[src/rtl/bcd_pkg.sv]
// rtl/bcd_pkg.sv - shared types and constants for the BCD to binary converter
package bcd_pkg;

  typedef enum logic [1:0] {
    ST_IDLE = 2'd0,
    ST_OP   = 2'd1,
    ST_DONE = 2'd2
  } bcd_state_t;

  typedef logic [3:0] bcd_digit_t;

  localparam bcd_digit_t BCD_ADJ = 4'd3;

endpackage

[src/rtl/bcd_digit_sub3.sv]
// rtl/bcd_digit_sub3.sv - per-digit correction after a right shift: d >= 8 gives d-3
module bcd_digit_sub3
  import bcd_pkg::*;
(
  input  bcd_digit_t d,
  output bcd_digit_t q
);

  always_comb begin
    q = d;
    if (d >= 4'd8) begin
      q = d - BCD_ADJ;
    end
  end

endmodule

[src/rtl/bcd_to_bin.sv]
// rtl/bcd_to_bin.sv - iterative BCD to binary converter (reverse double dabble); BCD2BIN_ERR_CHECK_EN adds invalid-digit detection
module bcd_to_bin
  import bcd_pkg::*;
#(
  parameter int DIGITS    = 4,
  parameter int BIN_WIDTH = 14
) (
  input  logic                 clk,
  input  logic                 reset,
  input  logic                 start,
  input  bcd_digit_t           bcd_in [DIGITS],
  output logic                 ready,
  output logic                 done_tick,
  output logic [BIN_WIDTH-1:0] bin_out,
  output logic                 err
);

  localparam int BCD_W = 4 * DIGITS;
  localparam int CNT_W = $clog2(BIN_WIDTH + 1);

  bcd_state_t           state;
  logic [BCD_W-1:0]     bcd_shift;
  logic [BCD_W-1:0]     bcd_shifted;
  logic [BCD_W-1:0]     bcd_next;
  logic [BCD_W-1:0]     bcd_load;
  logic [BIN_WIDTH-1:0] bin_shift;
  logic [BIN_WIDTH-1:0] bin_next;
  logic [CNT_W-1:0]     iter_cnt;

  // One iteration: the whole {bcd, bin} pair moves right, then each BCD digit is corrected.
  always_comb begin
    {bcd_shifted, bin_next} = {bcd_shift, bin_shift} >> 1;
  end

  for (genvar g = 0; g < DIGITS; g++) begin : g_digit
    bcd_digit_sub3 u_sub3 (
      .d (bcd_shifted[4*g +: 4]),
      .q (bcd_next[4*g +: 4])
    );
    assign bcd_load[4*g +: 4] = bcd_in[g];
  end

`ifdef BCD2BIN_ERR_CHECK_EN
  logic any_invalid;

  always_comb begin
    any_invalid = 1'b0;
    for (int i = 0; i < DIGITS; i++) begin
      if (bcd_in[i] > 4'd9) begin
        any_invalid = 1'b1;
      end
    end
  end
`else
  assign err = 1'b0;
`endif

  always_ff @(posedge clk or posedge reset) begin
    if (reset) begin
      state     <= ST_IDLE;
      ready     <= 1'b1;
      done_tick <= 1'b0;
      bin_out   <= '0;
      bcd_shift <= '0;
      bin_shift <= '0;
      iter_cnt  <= '0;
`ifdef BCD2BIN_ERR_CHECK_EN
      err       <= 1'b0;
`endif
    end else begin
      case (state)
        ST_IDLE: begin
          ready     <= 1'b1;
          done_tick <= 1'b0;
          if (start) begin
            ready <= 1'b0;
`ifdef BCD2BIN_ERR_CHECK_EN
            if (any_invalid) begin
              state     <= ST_DONE;
              done_tick <= 1'b1;
              bin_out   <= '0;
              err       <= 1'b1;
            end else begin
              state     <= ST_OP;
              bcd_shift <= bcd_load;
              bin_shift <= '0;
              iter_cnt  <= CNT_W'(BIN_WIDTH);
            end
`else
            state     <= ST_OP;
            bcd_shift <= bcd_load;
            bin_shift <= '0;
            iter_cnt  <= CNT_W'(BIN_WIDTH);
`endif
          end
        end

        ST_OP: begin
          bcd_shift <= bcd_next;
          bin_shift <= bin_next;
          iter_cnt  <= iter_cnt - CNT_W'(1);
          if (iter_cnt == CNT_W'(1)) begin
            // Final iteration: publish the completed value straight from the next-state logic.
            state     <= ST_DONE;
            done_tick <= 1'b1;
            bin_out   <= bin_next;
`ifdef BCD2BIN_ERR_CHECK_EN
            err       <= 1'b0;
`endif
          end
        end

        ST_DONE: begin
          state     <= ST_IDLE;
          done_tick <= 1'b0;
          ready     <= 1'b1;
        end

        default: begin
          state     <= ST_IDLE;
          done_tick <= 1'b0;
          ready     <= 1'b1;
        end
      endcase
    end
  end

endmodule

[config.mk]
export PLATFORM = sky130hd
export DESIGN_NAME = bcd_to_bin
export DESIGN_NICKNAME = d
export VERILOG_FILES = /design/src/rtl/bcd_pkg.sv /design/src/rtl/bcd_digit_sub3.sv /design/src/rtl/bcd_to_bin.sv
export SDC_FILE = /design/constraint.sdc
export NUM_CORES = 1
export LEC_CHECK = 0
export CORE_UTILIZATION = 55
export CTS_CLUSTER_SIZE = 30
export DETAILED_ROUTE_END_ITERATION = 7
export PLACE_DENSITY = 0.78
export REMOVE_ABC_BUFFERS = 1
export SLEW_MARGIN = 5
export SYNTH_ARGS = -nofsm -noshare
export SYNTH_HDL_FRONTEND = slang
export SYNTH_SLANG_ARGS = --single-unit
export TNS_END_PERCENT = 50
[constraint.sdc]
create_clock -name clk -period 2.7 [get_ports clk]
set_input_delay 0.54 -clock clk [delete_from_list [all_inputs] [get_ports clk]]
set_output_delay 0.54 -clock clk [all_outputs]
set_load 0.02 [all_outputs]
=== After elaboration in Yosys (flattened, before gate mapping) ===
Index checks and enable logic that the tools add are counted.
W data, S select, Z words.

* Mux-type cells: 17
* Equal/unequal tests: 4
* Add/subtract/negate cells: 5
* Order comparisons: 4
* Reductions and logical operators: 5

{| class="wikitable"
|+ Operators with widths
! kind !! number
|-
| $pmux W16 S2 || 1
|-
| $pmux W14 S2 || 1
|-
| $mux W4 || 5
|-
| $mux W16 || 1
|-
| $mux W14 || 1
|-
| $ge A4 B4 Y1 const B || 3
|-
| $sub A4 B2 Y4 const B || 3
|-
| $pmux W4 S2 || 1
|-
| $reduce_and A2 Y1 || 3
|-
| $eq A4 B1 Y1 const B || 1
|-
| $ge A3 B4 Y1 const B || 1
|-
| $mux W2 || 2
|-
| $ne A2 B2 Y1 const B || 2
|-
| $pmux W2 S2 || 1
|-
| $sub A3 B2 Y4 const B || 1
|-
| $sub A4 B1 Y4 const B || 1
|-
| $mux W1 || 3
|-
| $eq A2 B1 Y1 const B || 1
|-
| $logic_not A2 Y1 || 1
|-
| $pmux W1 S2 || 1
|-
| $reduce_bool A2 Y1 || 1
|}

* Output and inout port bits: 17
* Bits in registers: 52
* Word-level logic and storage cells: 42
* Bits of input ports: 19

=== Longest topological paths before layout ===
* Depth in word-level cells: 3
* Depth in mapped cells: 6

=== Hierarchy ===
Synthesis repeated with hierarchy kept, for this count alone.

* Cell total of the unflattened synthesis: 208
* Area, all modules: 2427.3 um^2

{| class="wikitable"
|+ Modules (own cells, without submodules)
! module !! area each (um^2) !! times used !! cells an instance
|-
| bcd_to_bin || 2122.0 || 1 || 164
|-
| bcd_digit_sub3 || 76.3 || 4 || 11
|}

=== Least setup slack after synthesis ===
Ideal clock, no wire load.

* Path kind: register to register
* Start point: reg iter_cnt[1]
* End point: reg bin_out[0]
* Required time: 2.575 ns
* Library setup time: 0.125 ns
* Path slack: 1.193 ns
* Cell stages (with the launch flop): 7
* Arrival time: 1.382 ns
* Path through: dfrtp_1 -> inv_1 -> ha_1 -> nor3b_2 -> nand2_4 -> buf_6 -> mux2_4

* Cells in the longest elaborated chain, start to end: 2

{| class="wikitable"
|+ Ends and longest elaborated chain
! what !! RTL line !! source
|-
| start: declaration || bcd_to_bin.sv:28 || <nowiki>logic [CNT_W-1:0] iter_cnt;</nowiki>
|-
| start signal: assignment || bcd_to_bin.sv:93 || <nowiki>iter_cnt <= CNT_W'(BIN_WIDTH);</nowiki>
|-
| start signal: assignment || bcd_to_bin.sv:101 || <nowiki>iter_cnt <= iter_cnt - CNT_W'(1);</nowiki>
|-
| $eq A4 B1 Y1 || bcd_to_bin.sv:102 || <nowiki>if (iter_cnt == CNT_W'(1)) begin</nowiki>
|-
| $reduce_and A2 Y1 (no line) || n/a ||
|-
| end signal: assignment || bcd_to_bin.sv:106 || <nowiki>bin_out <= bin_next;</nowiki>
|-
| end: declaration || bcd_to_bin.sv:14 || <nowiki>output logic [BIN_WIDTH-1:0] bin_out,</nowiki>
|}

Every way passes these cells.
A chain may end at the register's enable or synchronous reset.

=== Worst setup path after layout ===
* Start point: reg ready
* End point: out ready

{| class="wikitable"
|+ RTL lines
! what !! RTL line !! source
|-
| start: declaration || bcd_to_bin.sv:12 || <nowiki>output logic ready,</nowiki>
|-
| start signal: assignment || bcd_to_bin.sv:61 || <nowiki>ready <= 1'b1;</nowiki>
|-
| start signal: assignment || bcd_to_bin.sv:73 || <nowiki>ready <= 1'b1;</nowiki>
|-
| start signal: assignment || bcd_to_bin.sv:76 || <nowiki>ready <= 1'b0;</nowiki>
|}

No word-level cell between the ends.

==> results.json <==
{
  "core_um2": 4086,
  "wl_per_cell_um": 16.15,
  "grt_max_degree": 31,
  "hold_buffers": 0,
  "antenna_found_initial": 0,
  "synth_top_area_share_pct": 52.52,
  "ys_warn_count": 0,
  "dpl.hpwl_mm": 3.122,
  "crit_slowest_cell": "clkdlybuf4s50_1",
  "setup_violations": 0,
  "finalHoldViolations": 0,
  "synth_compound_area_share_pct": 16.86,
  "yosysTopAreaCell": "dfrtp_1",
  "area_growth_pct": 19.07,
  "io_buffers": 34,
  "row_count": 23,
  "skew_ns": 0.009122,
  "io_pins": 36,
  "via_per_inst": 5.727,
  "cts-root-buf": "clkbuf_8",
  "synthArstFlopShare_pct": 100.0,
  "crit_chain": "clkdlybuf4s50_1",
  "num_antenna_cells": 0,
  "ys.flop_type": "dfrtp_1",
  "tightest_slew_ns": 0.6545,
  "fin_nets": 254,
  "avgSynthCellArea_um2": 12.15,
  "dp_slack_ns": 0.7280,
  "clk_pin_slew_worst_paths_ns": 0.08,
  "clk_path_buf_depth": 2,
  "gp_congestion": 0.7935,
  "syn_area_um2": 2382,
  "total_power_mw": 3.298,
  "h-tree-depth": 2,
  "drc": 0,
  "finalCritPeriodShare_pct": 73.18,
  "final_util_pct": 69.41,
  "powerDensity_nw_per_um2": 1163,
  "path_buf_inv": 1,
  "postCtsSetupRepairBufs": 0,
  "fin_ws_ns": 0.7242,
  "grt-ovfl-total": 0,
  "die_w_um": 67.82,
  "fin_crit_ns": 1.976,
  "syn_inst": 196,
  "yosys.area_share.simple_pct": 8.298,
  "grt_pass1_vias": 1675,
  "clock.fmax_ghz": 0.5061,
  "worstPathArrival_ns": 1.44,
  "ys_ff_latch": 51,
  "ys_top_cells_by_count": "dfrtp_1, a22o_1, a21oi_1, o21ai_0, inv_1",
  "clkSinkCount": 51,
  "synth_area_leaders": "dfrtp_1, mux2_4, a22o_1",
  "cts_tree": "done",
  "path_max_fanout": 2,
  "vias": 1592,
  "die_h_um": 67.82,
  "rsz0062_at_grt": "false",
  "status": "complete, no violations",
  "grt_pass1_wl_mm": 7.741,
  "maxSlewViolCount": 0,
  "synth_xor_area_share_pct": 2.206,
  "slew-limit-headroom_pct": 56.37,
  "synth_top_family_by_area": "compound AO/OA/AOI/OAI gates",
  "max_stage_delay_ns": 0.60,
  "drive_gt1_share_pct": 15.35,
  "tns_ns": 0,
  "grt.total_usage_pct": 23.38,
  "synthMuxAreaShare_pct": 9.716,
  "synth.most_common_cell": "dfrtp_1",
  "leakage_nw": 1.337,
  "cts-resized-gates": 0,
  "seq_area_frac_synth_pct": 53.62,
  "yosys.area_share.adder_pct": 4.202,
  "ir_drop_mv": 0.5505,
  "cpLargestDelayFamily": "buffers and inverters",
  "required_ns": 2.16,
  "crit_type": "reg2out",
  "initial_core_util_pct": 58.30,
  "die_area_um2": 4599,
  "drt_pass1_iterations": 4,
  "synth_edf_count": 0,
  "yosysUniqueCellTypes": 37,
  "drv.max_cap_violation_count": 0,
  "clock_latency_ns": 0.30,
  "min-delay-path-class": "reg2reg",
  "crit_path_start_kind": "register",
  "dr.first_iter.drc_count": 117,
  "cts-buffers-inserted": 5,
  "cp-end-kind": "primary output",
  "ant_nets": 0,
  "wirelength_mm": 4.489
}
[state kept, by name, indices dropped and copies added, names as in the netlist]
| signal | flops |
|---|---|
| state | 2 |
| bcd_shift | 16 |
| bin_out | 14 |
| done_tick | 1 |
| ready | 1 |
| iter_cnt | 4 |
| bin_shift | 13 |
[power by group]
group | leakage (nW) | internal (mW) | switching (mW) | total (mW)
sequential | 0.643 | 1.11 | 0.285 | 1.39
clock | 0.0402 | 0.181 | 0.251 | 0.432
combinational | 0.654 | 0.780 | 0.692 | 1.47
total | 1.34 | 2.07 | 1.23 | 3.30
[path summary, 6_finish.rpt]
path / startpoint / to / slack [ns] / cells past startpoint
min in group asynchronous: reset / bcd_shift[9]$_DFFE_PP0P_ / 0.61 / 2
max in group asynchronous: reset / bin_out[9]$_DFFE_PP0P_ / 1.56 / 3
max reg2reg: state[1]$_DFFE_PP0P_ / bin_out[12]$_DFFE_PP0P_ / 0.88 / 3
min reg2reg: bcd_shift[13]$_DFFE_PP0P_ / bcd_shift[13]$_DFFE_PP0P_ / 0.49 / 2
max: ready$_DFFE_PP1N_ / ready / 0.72 / 1
min: bcd_shift[13]$_DFFE_PP0P_ / bcd_shift[13]$_DFFE_PP0P_ / 0.49 / 2
[stage by stage]
stage | std cells | cell area (µm²) | hold WS (ns)
CTS | 278 | 2836 | 0.4904
global route | 278 | 2836 | 0.5321
floorplan | 182 | 2302 | 0.4502
detailed placement | 270 | 2748 | 0.4705
global placement | 270 | 2748 | 0.4691
finish | 278 | 2836 | 0.4902
[worst min-delay path: cells and delay by family (launching register included)]
kind / cells / cell delay (ns)
simple gates: 1 / 0.05
flops: 1 / 0.35
compound gates: 1 / 0.06
[cell families after synthesis]
logic type / Yosys count
AO/OA/AOI/OAI: 55
XOR/XNOR: 6
adder cells (fa/ha/maj): 8
buffers and inverters: 24
flip-flops: 51
multiplexers: 18
other: 1
AND/OR/NAND/NOR: 33
[cell type report]
class,count,area [µm²]
Clock inverter,3,20.02
Fill cell,298,1250
Inverter,10,37.54
Sequential cell,51,1277
Tap cell,50,62.56
Multi-Input combinational cell,121,987.2
Timing Repair Buffer,38,382.9
Clock buffer,5,68.82
[placed cells by master, fill, tap and decap left out, types with 2 or more instances in the layout]
cell	synthesis	routed
a21oi_1	11	11
o21ai_0	11	11
xnor2_1	3	3
o221a_2	3	3
nand2_1	4	4
clkbuf_8	0	5
nand2b_1	4	4
ha_1	8	8
a211o_1	3	3
a32oi_1	3	3
clkdlybuf4s50_1	0	34
o22a_1	2	2
clkinvlp_4	0	2
xor2_1	3	3
inv_1	10	9
nand3b_1	4	4
dfrtp_1	50	50
a22o_1	14	14
nand3_1	2	2
buf_4	1	3
mux2_2	5	5
a22oi_1	4	4
nor2_1	8	8
mux2i_1	4	4
nor2b_1	6	6
mux2_4	9	9
[routing by layer]
| layer | vias to the layer above | GRT usage (%) | routed length (µm) |
|---|---|---|---|
| li1 | 757 | - | - |
| met1 | 768 | 28.73 | 1916 |
| met2 | 60 | 39.85 | 2261 |
| met3 | 7 | 5.000 | 247 |
| met4 | 0 | 9.635 | 64 |
| met5 | - | 0 | 0 |
Note: power is estimated with default switching activity, not from simulation.
